`config.mk`:
```
export PLATFORM = sky130hd
export DESIGN_NAME = pwm_carrier_gen_flat
export DESIGN_NICKNAME = d
export VERILOG_FILES = /design/src/rtl/pwm_carrier_gen_pkg.sv /design/src/rtl/pwm_carrier_gen_if.sv /design/src/rtl/pwm_carrier_gen_clkdiv.sv /design/src/rtl/pwm_carrier_gen.sv /design/src/flat_wrapper.sv
export SDC_FILE = /design/constraint.sdc
export NUM_CORES = 1
export LEC_CHECK = 0
export BUFFER_PORTS_ARGS = -buffer_cell sky130_fd_sc_hd__buf_2
export CORE_AREA = 4 4 101 103
export DETAILED_ROUTE_END_ITERATION = 8
export DIE_AREA = 0 0 105 107
export GPL_ROUTABILITY_DRIVEN = 0
export GPL_TIMING_DRIVEN = 0
export HOLD_SLACK_MARGIN = 0.12
export PLACE_DENSITY = 0.74
export SLEW_MARGIN = 20
export SYNTH_ARGS = -nofsm -noshare
export SYNTH_HDL_FRONTEND = slang
export SYNTH_HIERARCHICAL = 1
export SYNTH_SLANG_ARGS = --single-unit
```
`constraint.sdc`:
```
create_clock -name clk -period 6 [get_ports clk]
set_input_delay 0.9 -clock clk [delete_from_list [all_inputs] [get_ports clk]]
set_output_delay 0.9 -clock clk [all_outputs]
set_load 0.05 [all_outputs]
```
`src/rtl/pwm_carrier_gen_pkg.sv`:
```
// ----------------------------------------------------------------------------
// pwm_carrier_gen_pkg
// Shared constants and mode encodings for the PWM carrier generator.
// Contents:
//   CNT_W / DIV_W / EVT_W    carrier, prescaler and event-decimation widths
//   count_mode_e             carrier counting style (2'b11 behaves as UP)
//   mask_mode_e              which boundary events may load shadows / count
//   onoff_e                  generic on/off switch encoding
//   modeDir()                direction rule for a given mode and position
// ----------------------------------------------------------------------------
package pwm_carrier_gen_pkg;

   localparam int CNT_W = 16;
   localparam int DIV_W = 5;
   localparam int EVT_W = 3;

   typedef enum logic [1:0] {
      COUNT_UP     = 2'b00,
      COUNT_DOWN   = 2'b01,
      COUNT_UPDOWN = 2'b10
   } count_mode_e;

   // Bit 0 set masks the min event, bit 1 set masks the max event.
   typedef enum logic [1:0] {
      NO_MASK     = 2'b00,
      MIN_MASK    = 2'b01,
      MAX_MASK    = 2'b10,
      MINMAX_MASK = 2'b11
   } mask_mode_e;

   typedef enum logic {
      SW_OFF = 1'b0,
      SW_ON  = 1'b1
   } onoff_e;

   // Direction the carrier reports after landing on 'cnt'. In up-down mode
   // the flag flips as soon as a boundary is reached, otherwise it keeps the
   // direction of the step just taken.
   function automatic logic modeDir(input logic [1:0]       mode,
                                    input logic [CNT_W-1:0] cnt,
                                    input logic [CNT_W-1:0] period,
                                    input logic             moveDir);
      case (mode)
         COUNT_DOWN:   modeDir = 1'b1;
         COUNT_UPDOWN: modeDir = (cnt >= period) ? 1'b1 :
                                 (cnt == '0)     ? 1'b0 : moveDir;
         default:      modeDir = 1'b0;
      endcase
   endfunction

endpackage

```
`src/rtl/pwm_carrier_gen_if.sv`:
```
// ----------------------------------------------------------------------------
// pwm_carrier_gen_if
// Bundle between the register bank (master) and the carrier generator (slave).
// Config (master -> slave):
//   i_pwm_on, i_carr_on, i_count_mode, i_mask_mode, i_period,
//   i_clkdiv_on, i_clkdiv, i_evt_div, i_int_on
// Status (slave -> master):
//   o_carrier, o_dir, o_evt_min, o_evt_max, o_load, o_int
// ----------------------------------------------------------------------------
interface pwm_carrier_gen_if;
   import pwm_carrier_gen_pkg::*;

   logic             i_pwm_on;
   logic             i_carr_on;
   logic [1:0]       i_count_mode;
   logic [1:0]       i_mask_mode;
   logic [CNT_W-1:0] i_period;
   logic             i_clkdiv_on;
   logic [DIV_W-1:0] i_clkdiv;
   logic [EVT_W-1:0] i_evt_div;
   logic             i_int_on;

   logic [CNT_W-1:0] o_carrier;
   logic             o_dir;
   logic             o_evt_min;
   logic             o_evt_max;
   logic             o_load;
   logic             o_int;

   modport master (
      output i_pwm_on, i_carr_on, i_count_mode, i_mask_mode, i_period,
             i_clkdiv_on, i_clkdiv, i_evt_div, i_int_on,
      input  o_carrier, o_dir, o_evt_min, o_evt_max, o_load, o_int
   );

   modport slave (
      input  i_pwm_on, i_carr_on, i_count_mode, i_mask_mode, i_period,
             i_clkdiv_on, i_clkdiv, i_evt_div, i_int_on,
      output o_carrier, o_dir, o_evt_min, o_evt_max, o_load, o_int
   );

endinterface

```
`src/rtl/pwm_carrier_gen_clkdiv.sv`:
```
// ----------------------------------------------------------------------------
// pwm_carrier_gen_clkdiv
// Prescaler producing the carrier tick.
// Ports:
//   clk, rstn   clock, asynchronous active-low reset
//   enable_i    count / tick allowed (pwm and carrier both on)
//   clear_i     force prescaler to zero (pwm off)
//   divOn_i     prescaler in use; when low every enabled clock ticks
//   div_i       D: tick every D+1 enabled clocks
//   tick_o      one-clock tick pulse (combinational)
// ----------------------------------------------------------------------------
module pwm_carrier_gen_clkdiv
   import pwm_carrier_gen_pkg::*;
(
   input  logic             clk,
   input  logic             rstn,
   input  logic             enable_i,
   input  logic             clear_i,
   input  logic             divOn_i,
   input  logic [DIV_W-1:0] div_i,
   output logic             tick_o
);

   logic [DIV_W-1:0] presc_q, presc_d;
   logic             atTerminal;

   // The terminal test uses >= so that lowering D below the current count
   // wraps at once instead of running all the way round the counter.
   always_comb begin
      atTerminal = (presc_q >= div_i);
      presc_d    = presc_q;
      if (clear_i || !divOn_i) begin
         presc_d = '0;
      end else if (enable_i) begin
         presc_d = atTerminal ? '0 : presc_q + 1'b1;
      end
   end

   assign tick_o = enable_i && !clear_i && (!divOn_i || atTerminal);

   always_ff @(posedge clk or negedge rstn) begin
      if (!rstn) begin
         presc_q <= '0;
      end else begin
         presc_q <= presc_d;
      end
   end

endmodule

```
`src/rtl/pwm_carrier_gen.sv`:
```
// ----------------------------------------------------------------------------
// pwm_carrier_gen
// Carrier counter stage: up / down / up-down carrier from a prescaled tick,
// boundary event pulses, shadow-load strobe and decimated interrupt.
// Ports:
//   clk, rstn   clock, asynchronous active-low reset
//   bus         pwm_carrier_gen_if.slave (config in, carrier/status out)
// ----------------------------------------------------------------------------
module pwm_carrier_gen
   import pwm_carrier_gen_pkg::*;
(
   input logic              clk,
   input logic              rstn,
   pwm_carrier_gen_if.slave bus
);

   logic [1:0]       mode_q, mode_d;
   logic [1:0]       mask_q, mask_d;
   logic [CNT_W-1:0] period_q, period_d;
   logic [CNT_W-1:0] carrier_q, carrier_d;
   logic             dir_q, dir_d;
   logic             evtMin_q, evtMin_d;
   logic             evtMax_q, evtMax_d;
   logic             load_q, load_d;
   logic             int_q, int_d;
   logic [EVT_W-1:0] evtCount_q, evtCount_d;

   logic             pwmOn;
   logic             tick;
   logic [CNT_W-1:0] nextCnt;
   logic             moveDir;
   logic             hitMin, hitMax, unmasked;
   logic [CNT_W-1:0] startVal;

   assign pwmOn = (bus.i_pwm_on == SW_ON);

   pwm_carrier_gen_clkdiv u_clkdiv (
      .clk      (clk),
      .rstn     (rstn),
      .enable_i (pwmOn && (bus.i_carr_on == SW_ON)),
      .clear_i  (!pwmOn),
      .divOn_i  (bus.i_clkdiv_on == SW_ON),
      .div_i    (bus.i_clkdiv),
      .tick_o   (tick)
   );

   // Candidate next carrier value for a tick under the active mode.
   // moveDir records which way that step actually went so the up-down
   // direction flag can keep it between boundaries.
   always_comb begin
      nextCnt = carrier_q;
      moveDir = dir_q;
      case (mode_q)
         COUNT_DOWN: begin
            moveDir = 1'b1;
            nextCnt = (carrier_q == '0) ? period_q : carrier_q - 1'b1;
         end
         COUNT_UPDOWN: begin
            if (!dir_q) begin
               if (carrier_q >= period_q) begin
                  moveDir = 1'b1;
                  nextCnt = (carrier_q == '0) ? '0 : carrier_q - 1'b1;
               end else begin
                  moveDir = 1'b0;
                  nextCnt = carrier_q + 1'b1;
               end
            end else begin
               if (carrier_q == '0) begin
                  moveDir = 1'b0;
                  nextCnt = (period_q == '0) ? '0 : CNT_W'(1);
               end else begin
                  moveDir = 1'b1;
                  nextCnt = carrier_q - 1'b1;
               end
            end
         end
         default: begin
            moveDir = 1'b0;
            nextCnt = (carrier_q >= period_q) ? '0 : carrier_q + 1'b1;
         end
      endcase
   end

   // Boundary events fire only on the tick that lands on 0 / P, so a value
   // held by the prescaler does not repeat its pulse. Mask bit 0 blocks min,
   // bit 1 blocks max; a simultaneous min+max is still a single event.
   assign hitMin   = tick && (nextCnt == '0);
   assign hitMax   = tick && (nextCnt == period_q);
   assign unmasked = (hitMin && !mask_q[0]) || (hitMax && !mask_q[1]);
   assign startVal = (bus.i_count_mode == COUNT_DOWN) ? bus.i_period : '0;

   // Next-state for the whole carrier stage. With pwm off the shadows are
   // transparent and the carrier sits at its mode's start value; otherwise
   // state only moves on a tick, and an unmasked event copies the shadows
   // and steps the interrupt decimator.
   always_comb begin
      mode_d     = mode_q;
      mask_d     = mask_q;
      period_d   = period_q;
      carrier_d  = carrier_q;
      dir_d      = dir_q;
      evtCount_d = evtCount_q;
      evtMin_d   = 1'b0;
      evtMax_d   = 1'b0;
      load_d     = 1'b0;
      int_d      = 1'b0;
      if (!pwmOn) begin
         mode_d     = bus.i_count_mode;
         mask_d     = bus.i_mask_mode;
         period_d   = bus.i_period;
         carrier_d  = startVal;
         dir_d      = modeDir(bus.i_count_mode, startVal, bus.i_period, 1'b0);
         evtCount_d = '0;
      end else if (tick) begin
         carrier_d = nextCnt;
         evtMin_d  = hitMin;
         evtMax_d  = hitMax;
         if (unmasked) begin
            mode_d   = bus.i_count_mode;
            mask_d   = bus.i_mask_mode;
            period_d = bus.i_period;
            load_d   = 1'b1;
            dir_d    = modeDir(bus.i_count_mode, nextCnt, bus.i_period, moveDir);
            if (evtCount_q == bus.i_evt_div) begin
               evtCount_d = '0;
               int_d      = (bus.i_int_on == SW_ON);
            end else begin
               evtCount_d = evtCount_q + 1'b1;
            end
         end else begin
            dir_d = modeDir(mode_q, nextCnt, period_q, moveDir);
         end
      end
   end

   // State registers; reset leaves the active config at COUNT_UP / NO_MASK / P=0.
   always_ff @(posedge clk or negedge rstn) begin
      if (!rstn) begin
         mode_q     <= COUNT_UP;
         mask_q     <= NO_MASK;
         period_q   <= '0;
         carrier_q  <= '0;
         dir_q      <= 1'b0;
         evtMin_q   <= 1'b0;
         evtMax_q   <= 1'b0;
         load_q     <= 1'b0;
         int_q      <= 1'b0;
         evtCount_q <= '0;
      end else begin
         mode_q     <= mode_d;
         mask_q     <= mask_d;
         period_q   <= period_d;
         carrier_q  <= carrier_d;
         dir_q      <= dir_d;
         evtMin_q   <= evtMin_d;
         evtMax_q   <= evtMax_d;
         load_q     <= load_d;
         int_q      <= int_d;
         evtCount_q <= evtCount_d;
      end
   end

   assign bus.o_carrier = carrier_q;
   assign bus.o_dir     = dir_q;
   assign bus.o_evt_min = evtMin_q;
   assign bus.o_evt_max = evtMax_q;
   assign bus.o_load    = load_q;
   assign bus.o_int     = int_q;

endmodule
```
`src/flat_wrapper.sv`:
```
// flat-port wrapper written by rule: the top's interface ports become plain ports
module pwm_carrier_gen_flat import pwm_carrier_gen_pkg::*;
  (clk, rstn, bus_i_pwm_on, bus_i_carr_on, bus_i_count_mode, bus_i_mask_mode, bus_i_period, bus_i_clkdiv_on, bus_i_clkdiv, bus_i_evt_div, bus_i_int_on, bus_o_carrier, bus_o_dir, bus_o_evt_min, bus_o_evt_max, bus_o_load, bus_o_int);
  pwm_carrier_gen_if bus_i ();
  input logic clk;
  input logic rstn;
  input wire logic [$bits(bus_i.i_pwm_on)-1:0] bus_i_pwm_on;
  input wire logic [$bits(bus_i.i_carr_on)-1:0] bus_i_carr_on;
  input wire logic [$bits(bus_i.i_count_mode)-1:0] bus_i_count_mode;
  input wire logic [$bits(bus_i.i_mask_mode)-1:0] bus_i_mask_mode;
  input wire logic [$bits(bus_i.i_period)-1:0] bus_i_period;
  input wire logic [$bits(bus_i.i_clkdiv_on)-1:0] bus_i_clkdiv_on;
  input wire logic [$bits(bus_i.i_clkdiv)-1:0] bus_i_clkdiv;
  input wire logic [$bits(bus_i.i_evt_div)-1:0] bus_i_evt_div;
  input wire logic [$bits(bus_i.i_int_on)-1:0] bus_i_int_on;
  output wire logic [$bits(bus_i.o_carrier)-1:0] bus_o_carrier;
  output wire logic [$bits(bus_i.o_dir)-1:0] bus_o_dir;
  output wire logic [$bits(bus_i.o_evt_min)-1:0] bus_o_evt_min;
  output wire logic [$bits(bus_i.o_evt_max)-1:0] bus_o_evt_max;
  output wire logic [$bits(bus_i.o_load)-1:0] bus_o_load;
  output wire logic [$bits(bus_i.o_int)-1:0] bus_o_int;
  assign bus_i.i_pwm_on = bus_i_pwm_on;
  assign bus_i.i_carr_on = bus_i_carr_on;
  assign bus_i.i_count_mode = bus_i_count_mode;
  assign bus_i.i_mask_mode = bus_i_mask_mode;
  assign bus_i.i_period = bus_i_period;
  assign bus_i.i_clkdiv_on = bus_i_clkdiv_on;
  assign bus_i.i_clkdiv = bus_i_clkdiv;
  assign bus_i.i_evt_div = bus_i_evt_div;
  assign bus_i.i_int_on = bus_i_int_on;
  assign bus_o_carrier = bus_i.o_carrier;
  assign bus_o_dir = bus_i.o_dir;
  assign bus_o_evt_min = bus_i.o_evt_min;
  assign bus_o_evt_max = bus_i.o_evt_max;
  assign bus_o_load = bus_i.o_load;
  assign bus_o_int = bus_i.o_int;
  pwm_carrier_gen u_core (.clk(clk), .rstn(rstn), .bus(bus_i));
endmodule
```
==> results of run 1 <==
-- flip-flops by register name, summed over array words and instances (netlist names), 2 cells and up --
register and count:
u_core/u_clkdiv/presc_q 5, u_core/bus.o_carrier 16, u_core/evtCount_q 3, u_core/mode_q 2, u_core/mask_q 2, u_core/period_q 16
-- cells by family after synthesis --
| group | count (synthesis) | share of synthesized area |
|---|---|---|
| simple gates | 201 | 0.212 |
| compound gates | 146 | 0.201 |
| buf+inv | 98 | 0.0793 |
| fa+ha+maj | 62 | 0.155 |
| flops | 49 | 0.245 |
| mux | 30 | 0.0608 |
| xor+xnor | 26 | 0.0455 |
-- per-layer routing --
layer / up-vias / GRT usage / wire (um)
met4: 0 / 0.125 / 682
met2: 307 / 0.458 / 7060
met3: 61 / 0.0397 / 1420
li1: 2329 / - / -
met1: 2369 / 0.345 / 6210
met5: - / 0 / 0
-- worst register-to-register path, stage by stage, from the launching register on --
cell and delay (ps):
dfrtp_1 370, clkbuf_1 330, inv_1 210, ha_1 330, and3_1 130, o21ai_0 90, a311o_1 410, nand4_1 160
clkbuf_1 480, mux2i_1 150, a221oi_1 840, inv_1 170, ha_1 350, nand4_1 90, nor2_1 140, nand3_1 160
or3_1 430, nor2_1 130, a31oi_1 110, or3_1 400, o21ai_1 80
-- power breakdown --
part	leakage (nW)	total, W	internal [W]	switching [W]
Combinational	2.06	0.000558	0.000197	0.000362
Clock	0.0450	0.000197	0.0000811	0.000116
Sequential	0.627	0.000381	0.000353	0.0000281
Total	2.73	0.00114	0.000631	0.000505
-- cells in the mapped netlist, types with 4 or more instances --
library cell / instances
inv_1: 66
ha_1: 62
dfrtp_1: 49
nand2_1: 48
nor2_1: 40
o21ai_0: 35
a21oi_1: 27
mux2i_1: 27
nand3_1: 22
clkbuf_1: 21
nand4_1: 17
o211ai_1: 15
xor2_1: 15
a211oi_1: 13
nor3_1: 13
nor4_1: 11
xnor2_1: 11
a21o_1: 9
or3_1: 9
a221oi_1: 8
nand2b_1: 8
nor2b_1: 7
o21a_1: 5
a31oi_1: 4
and4_1: 4
-- per-stage QoR --
step           hold slack (ps)  power (W)  utilization
6_report                   511    0.00114        0.597
5_1_grt                    563    0.00120        0.597
4_1_cts                    522    0.00112        0.597
3_5_place_dp               502   0.000927        0.588
3_3_place_gp               482   0.000910        0.588
2_1_floorplan              451   0.000771            -
-- worst paths after layout --
kind / endpoint / cells after the start / slack (ps) / startpoint
max: u_core/evtCount_q[0] / 20 / 380 / u_core/bus.o_carrier[0]
min: u_core/mask_q[1] / 1 / 510 / u_core/mask_q[1]
max reg2reg: u_core/evtCount_q[0] / 20 / 380 / u_core/bus.o_carrier[0]
min reg2reg: u_core/mask_q[1] / 1 / 510 / u_core/mask_q[1]
max in group asynchronous: u_core/u_clkdiv/presc_q[3] / 1 / 4960 / rstn
min in group asynchronous: u_core/evtCount_q[0] / 1 / 610 / rstn
-- final cells by class --
cell class | count | area (sq um) | area share
timing repair buffer | 54 | 273 | 0.0496
clock buffer | 6 | 72.6 | 0.0132
inverter | 68 | 255 | 0.0465
tap | 111 | 139 | 0.0253
buffer | 30 | 141 | 0.0257
multi-input combinational | 465 | 3380 | 0.615
clock inverter | 2 | 10.0 | 0.00182
sequential | 49 | 1230 | 0.223
==> metrics.txt, run 1 <==
vias roughly 5100; area leader, netlist dfrtp_1; Tot GR Track Use 0.272; Synth area leaders dfrtp_1 (25%), ha_1 (16%), mux2i_1 (5.4%), inv_1 (5.0%), nand2_1 (3.6%); Setup Viol. Count Final 0; commonest non-fill, non-tap cell in the layout inv_1; Worst Setup End Kind register; Clk pin slew, worst setup/hold paths about 90 ps; Max Transition Viols Final 0; post-route ant nets 0; Worst-Margin Slew between 900 and 1000 ps; sequential-to-total area share from yosys stat 0.245; final-layout fill cell count 857; first-pass GRT wire length about 24000 um; Site Rows 35; H-tree levels 2; Relative slew margins 0.343; Worst EP required 6250 ps; synth unique cells a little under 70; Worst path slowest cell a221oi_1; Die Wd 105 um; CP startpoint kind register; worst slack, placed about 560 ps; Syn Inst Count between 600 and 700; Sink Count 49; Setup TNS 0 ps; WS Path Type reg2reg; vias per inst 6.45; detailed placement HPWL between 10000 and 15000 um; Final nets around 770; Mapped Nets around 700; syn_area_per_cell between 8 and 9 sq um; Die Y 107 um; LEAKAGE 2.73 nW; Non-Filler Instances around 800; post-DR wirelength/cell between 15 and 20 um; max cap viols 0; worst path cell trace clkbuf_1, inv_1, ha_1, and3_1, o21ai_0, a311o_1, nand4_1, clkbuf_1, mux2i_1, a221oi_1, inv_1, ha_1, nand4_1, nor2_1, nand3_1, or3_1, nor2_1, a31oi_1, or3_1, o21ai_1; # diodes 0; Power Density ~210 mW/mm^2; Main synth FF type dfrtp_1; largest net degree at the start of global routing 50; Max Fclk 178 MHz; worst skew pair latency approximately 320 ps; starting density of the core 0.544; initial drt markers roughly 580; Synth Register Bits 49; Core ar. approximately 0.009 sq mm; cts hold-fix bufs 0; I/O Pins 55; unrepaired setup endpoints after global routing false; clk_skew 6.76 ps; Die ar. about 0.011 sq mm; gr ovfl total 0; peak supply drop 0.114 mV; Total Wirelength 15400 um; cts bufs inserted 5; status finished clean; WP buf/inv 4; number of synthesized flops with an enable pin 0; commonest cells after routing, fill and taps aside inv_1 (66), ha_1 (62), buf_2 (55); WP data arrival 5870 ps; final worst-path cycle share 0.937; Clock Tree Buf Depth 2; final hold violation count 0; Worst Hold Class reg2reg; count of cells resized by post-cts repair 0; CTS tree done; number of global-route vias before repair around 4900; crit path time final ~5600 ps; Final WS setup approximately 380 ps; Finished Cell Area around 0.0055 sq mm; P&R area growth vs syn 9.88%; mapped cell area 0.00500 sq mm; Async SR Flop Fraction 1.00; DRT Pass-1 Iters 7; Post-DP Area roughly 0.0054 sq mm; CP max stage delay 840 ps; Yosys warning count 6; initial antenna violation count 0; root buffer cell clkbuf_8; post-CTS setup buffer count 0; share of cells above drive strength 1 0.128; Synth top area share 0.245; # DRC 0; critical path's top delay family simple AND/OR/NAND/NOR gates; IO buf count 54; CP Max Fanout 10; Inst Count DP between 700 and 800
No activity file was read; power rests on OpenSTA's default activity.
==> run 2: changes to the inputs <==
--- a/config.mk
+++ b/config.mk
@@ -7,6 +7,6 @@
 export LEC_CHECK = 0
-export BUFFER_PORTS_ARGS = -buffer_cell sky130_fd_sc_hd__buf_2
-export CORE_AREA = 4 4 101 103
+export BUFFER_PORTS_ARGS = -buffer_cell sky130_fd_sc_hd__clkbuf_2
+export CORE_AREA = 4 4 112 93
 export DETAILED_ROUTE_END_ITERATION = 8
-export DIE_AREA = 0 0 105 107
+export DIE_AREA = 0 0 116 97
 export GPL_ROUTABILITY_DRIVEN = 0
--- a/constraint.sdc
+++ b/constraint.sdc
@@ -3,2 +3,2 @@
 set_output_delay 0.9 -clock clk [all_outputs]
-set_load 0.05 [all_outputs]
+set_load 0.1 [all_outputs]
==> run 2 against run 1 <==
Effect of this change:
- register-to-register slack about the same
- global-route usage up 0.78 points
- setup slack worse by 14 ps
- largest cell class unchanged
- highest routed layer unchanged
==> metrics.txt, run 2 (synthesis results as in run 1) <==
status finished clean; Net Sw Power 0.000550 W (+8.9%); worst skew pair latency 290 ps (-30 ps); IO buf count 54 (unchanged); Max Fclk 177 MHz (-0.25%); P&R area growth vs syn 11.6%; post-CTS setup buffer count 0 (unchanged); initial antenna violation count 0 (unchanged); Relative slew margins 0.364 (+0.0208); I/O Pins 55 (unchanged); Setup TNS 0 ps (unchanged); Core ar. 0.00937 sq mm (+1.9%); clock power share 0.241 (+0.068); WP data arrival 5850 ps (-20 ps); post-route ant nets 0 (unchanged); CP startpoint u_core/bus.o_carrier[0]; WS Path Type reg2reg; # diodes 0 (unchanged); count of cells resized by post-cts repair 0 (unchanged); combinational power share 0.464 (-0.027); LEAKAGE 2.76 nW (+1.0%); Worst EP required 6210 ps (-40 ps); Inst Count DP 785 (+1.0%); starting density of the core 0.534 (-0.0100); vias 5058 (-0.16%); Worst-Margin Slew 945 ps (-41.1 ps); Max Transition Viols Final 0 (unchanged); H-tree levels 2 (unchanged); Final nets 769 (unchanged); final hold violation count 0 (unchanged); Power Density 232 mW/mm^2 (+12%); cts hold-fix bufs 0 (unchanged); Worst Hold Class reg2reg; Site Rows 32 (-8.6%); commonest cells after routing, fill and taps aside inv_1 (66), ha_1 (62), clkbuf_2 (53); post-DR wirelength/cell 19.7 um (+0.41%); Die Y 97 um (-9.3%); P_int 0.000744 W (+18%); vias per inst 6.39 (-1.0%); number of global-route vias before repair 4888 (-0.33%); crit path time final 5640 ps (+13.8 ps); cts bufs inserted 5 (unchanged); unrepaired setup endpoints after global routing false; CP startpoint kind register; Sink Count 49 (unchanged); max cap viols 0 (unchanged); Flop pwr share 0.295 (-0.040); Clock Tree Buf Depth 2 (unchanged); commonest non-fill, non-tap cell in the layout inv_1; final worst-path cycle share 0.940 (+0.00230); gr ovfl total 0 (unchanged); Switching Fraction 0.425 (-0.0197); Setup Viol. Count Final 0 (unchanged); # DRC 0 (unchanged); Hold Path Origin u_core/mask_q[1]; DRT Pass-1 Iters 5 (-2); first-pass GRT wire length 25000 um (+2.4%); clk_skew 6.56 ps (-0.206 ps); peak supply drop 0.138 mV (+21%); Total Wirelength 15600 um (+1.3%); root buffer cell clkbuf_16; share of cells above drive strength 1 0.128 (+0.000190); Finished Cell Area 0.00558 sq mm (+1.6%); detailed placement HPWL 12300 um (+0.37%); Worst Setup End Kind register; largest net degree at the start of global routing 50 (unchanged); initial drt markers 768 (+33%); CP Max Fanout 9 (-1); Reg-to-Reg Start u_core/bus.o_carrier[0]; Post-DP Area 0.00542 sq mm (+0.23%); Non-Filler Instances 792 (+0.89%); Die ar. 0.0113 sq mm (+0.15%); Die Wd 116 um (+10%); CTS tree done; Clk pin slew, worst setup/hold paths 60 ps (-30 ps); Tot GR Track Use 0.280 (+0.00776)
[run 2: cell count changes in the layout (fill, tap and decap cells not counted), sizes merged]
cell,change
clkinv,-1
clkbuf,+53
bufinv,+1
buf,-54
[run 2: area by class of cell]
cell class / count / area, sq um
fill: 862 / 3790
multi-input combinational: 465 / 3380
tap: 119 / 149
timing repair buffer: 54 / 273
inverter: 68 / 255
clock inverter: 2 / 35.0
buffer: 30 / 141
sequential: 49 / 1230
clock buffer: 5 / 125
[run 2: per-layer routing]
metal	routed length, um	vias up	track usage
met1	6590	2368	0.401
met5	0	-	0
met3	1450	42	0.0306
met4	390	0	0.0847
met2	7140	323	0.442
li1	-	2325	-
[run 2: power by group through the flow]
| stage | clock network [W] | registers, W | logic (W) |
|---|---|---|---|
| 2_1_floorplan | 0 | 0.000442 | 0.000363 |
| 3_3_place_gp | 0 | 0.000387 | 0.000557 |
| 3_5_place_dp | 0 | 0.000387 | 0.000576 |
| 4_1_cts | 0.000318 | 0.000381 | 0.000583 |
| 5_1_grt | 0.000330 | 0.000385 | 0.000649 |
| 6_report | 0.000312 | 0.000382 | 0.000600 |
[run 2: worst max-delay path, stage by stage (launching register included)]
cell	delay, ps
dfrtp_1	360
clkbuf_1	380
inv_1	240
ha_1	330
and3_1	140
o21ai_0	230
a311oi_1	150
nor3_1	480
a21oi_1	390
a221oi_1	800
inv_1	200
ha_1	360
nand4_1	90
nor2_1	130
nand3_1	160
or3_1	420
nor2_1	110
a31oi_1	100
or3_1	390
o21ai_1	90
[run 2: final timing paths]
path | cells past startpoint | slack (ps) | to
worst max-delay path | 19 | 360 | u_core/evtCount_q[0]
max in group asynchronous | 1 | 4870 | u_core/evtCount_q[1]
worst max register to register | 19 | 360 | u_core/evtCount_q[0]
min in group asynchronous | 1 | 670 | u_core/bus.o_carrier[3]
worst min register to register | 1 | 500 | u_core/mask_q[1]
worst min-delay path | 1 | 500 | u_core/mask_q[1]
[run 2: metrics by stage]
stage	setup slack [ps]	total power, W	hold slack, ps	util
after CTS	505	0.00128	503	0.596
after detailed placement	583	0.000963	487	0.579
after global routing	60.6	0.00136	526	0.596
after global placement	687	0.000943	469	0.578
final	362	0.00129	497	0.596
after floorplan	1050	0.000805	451	-
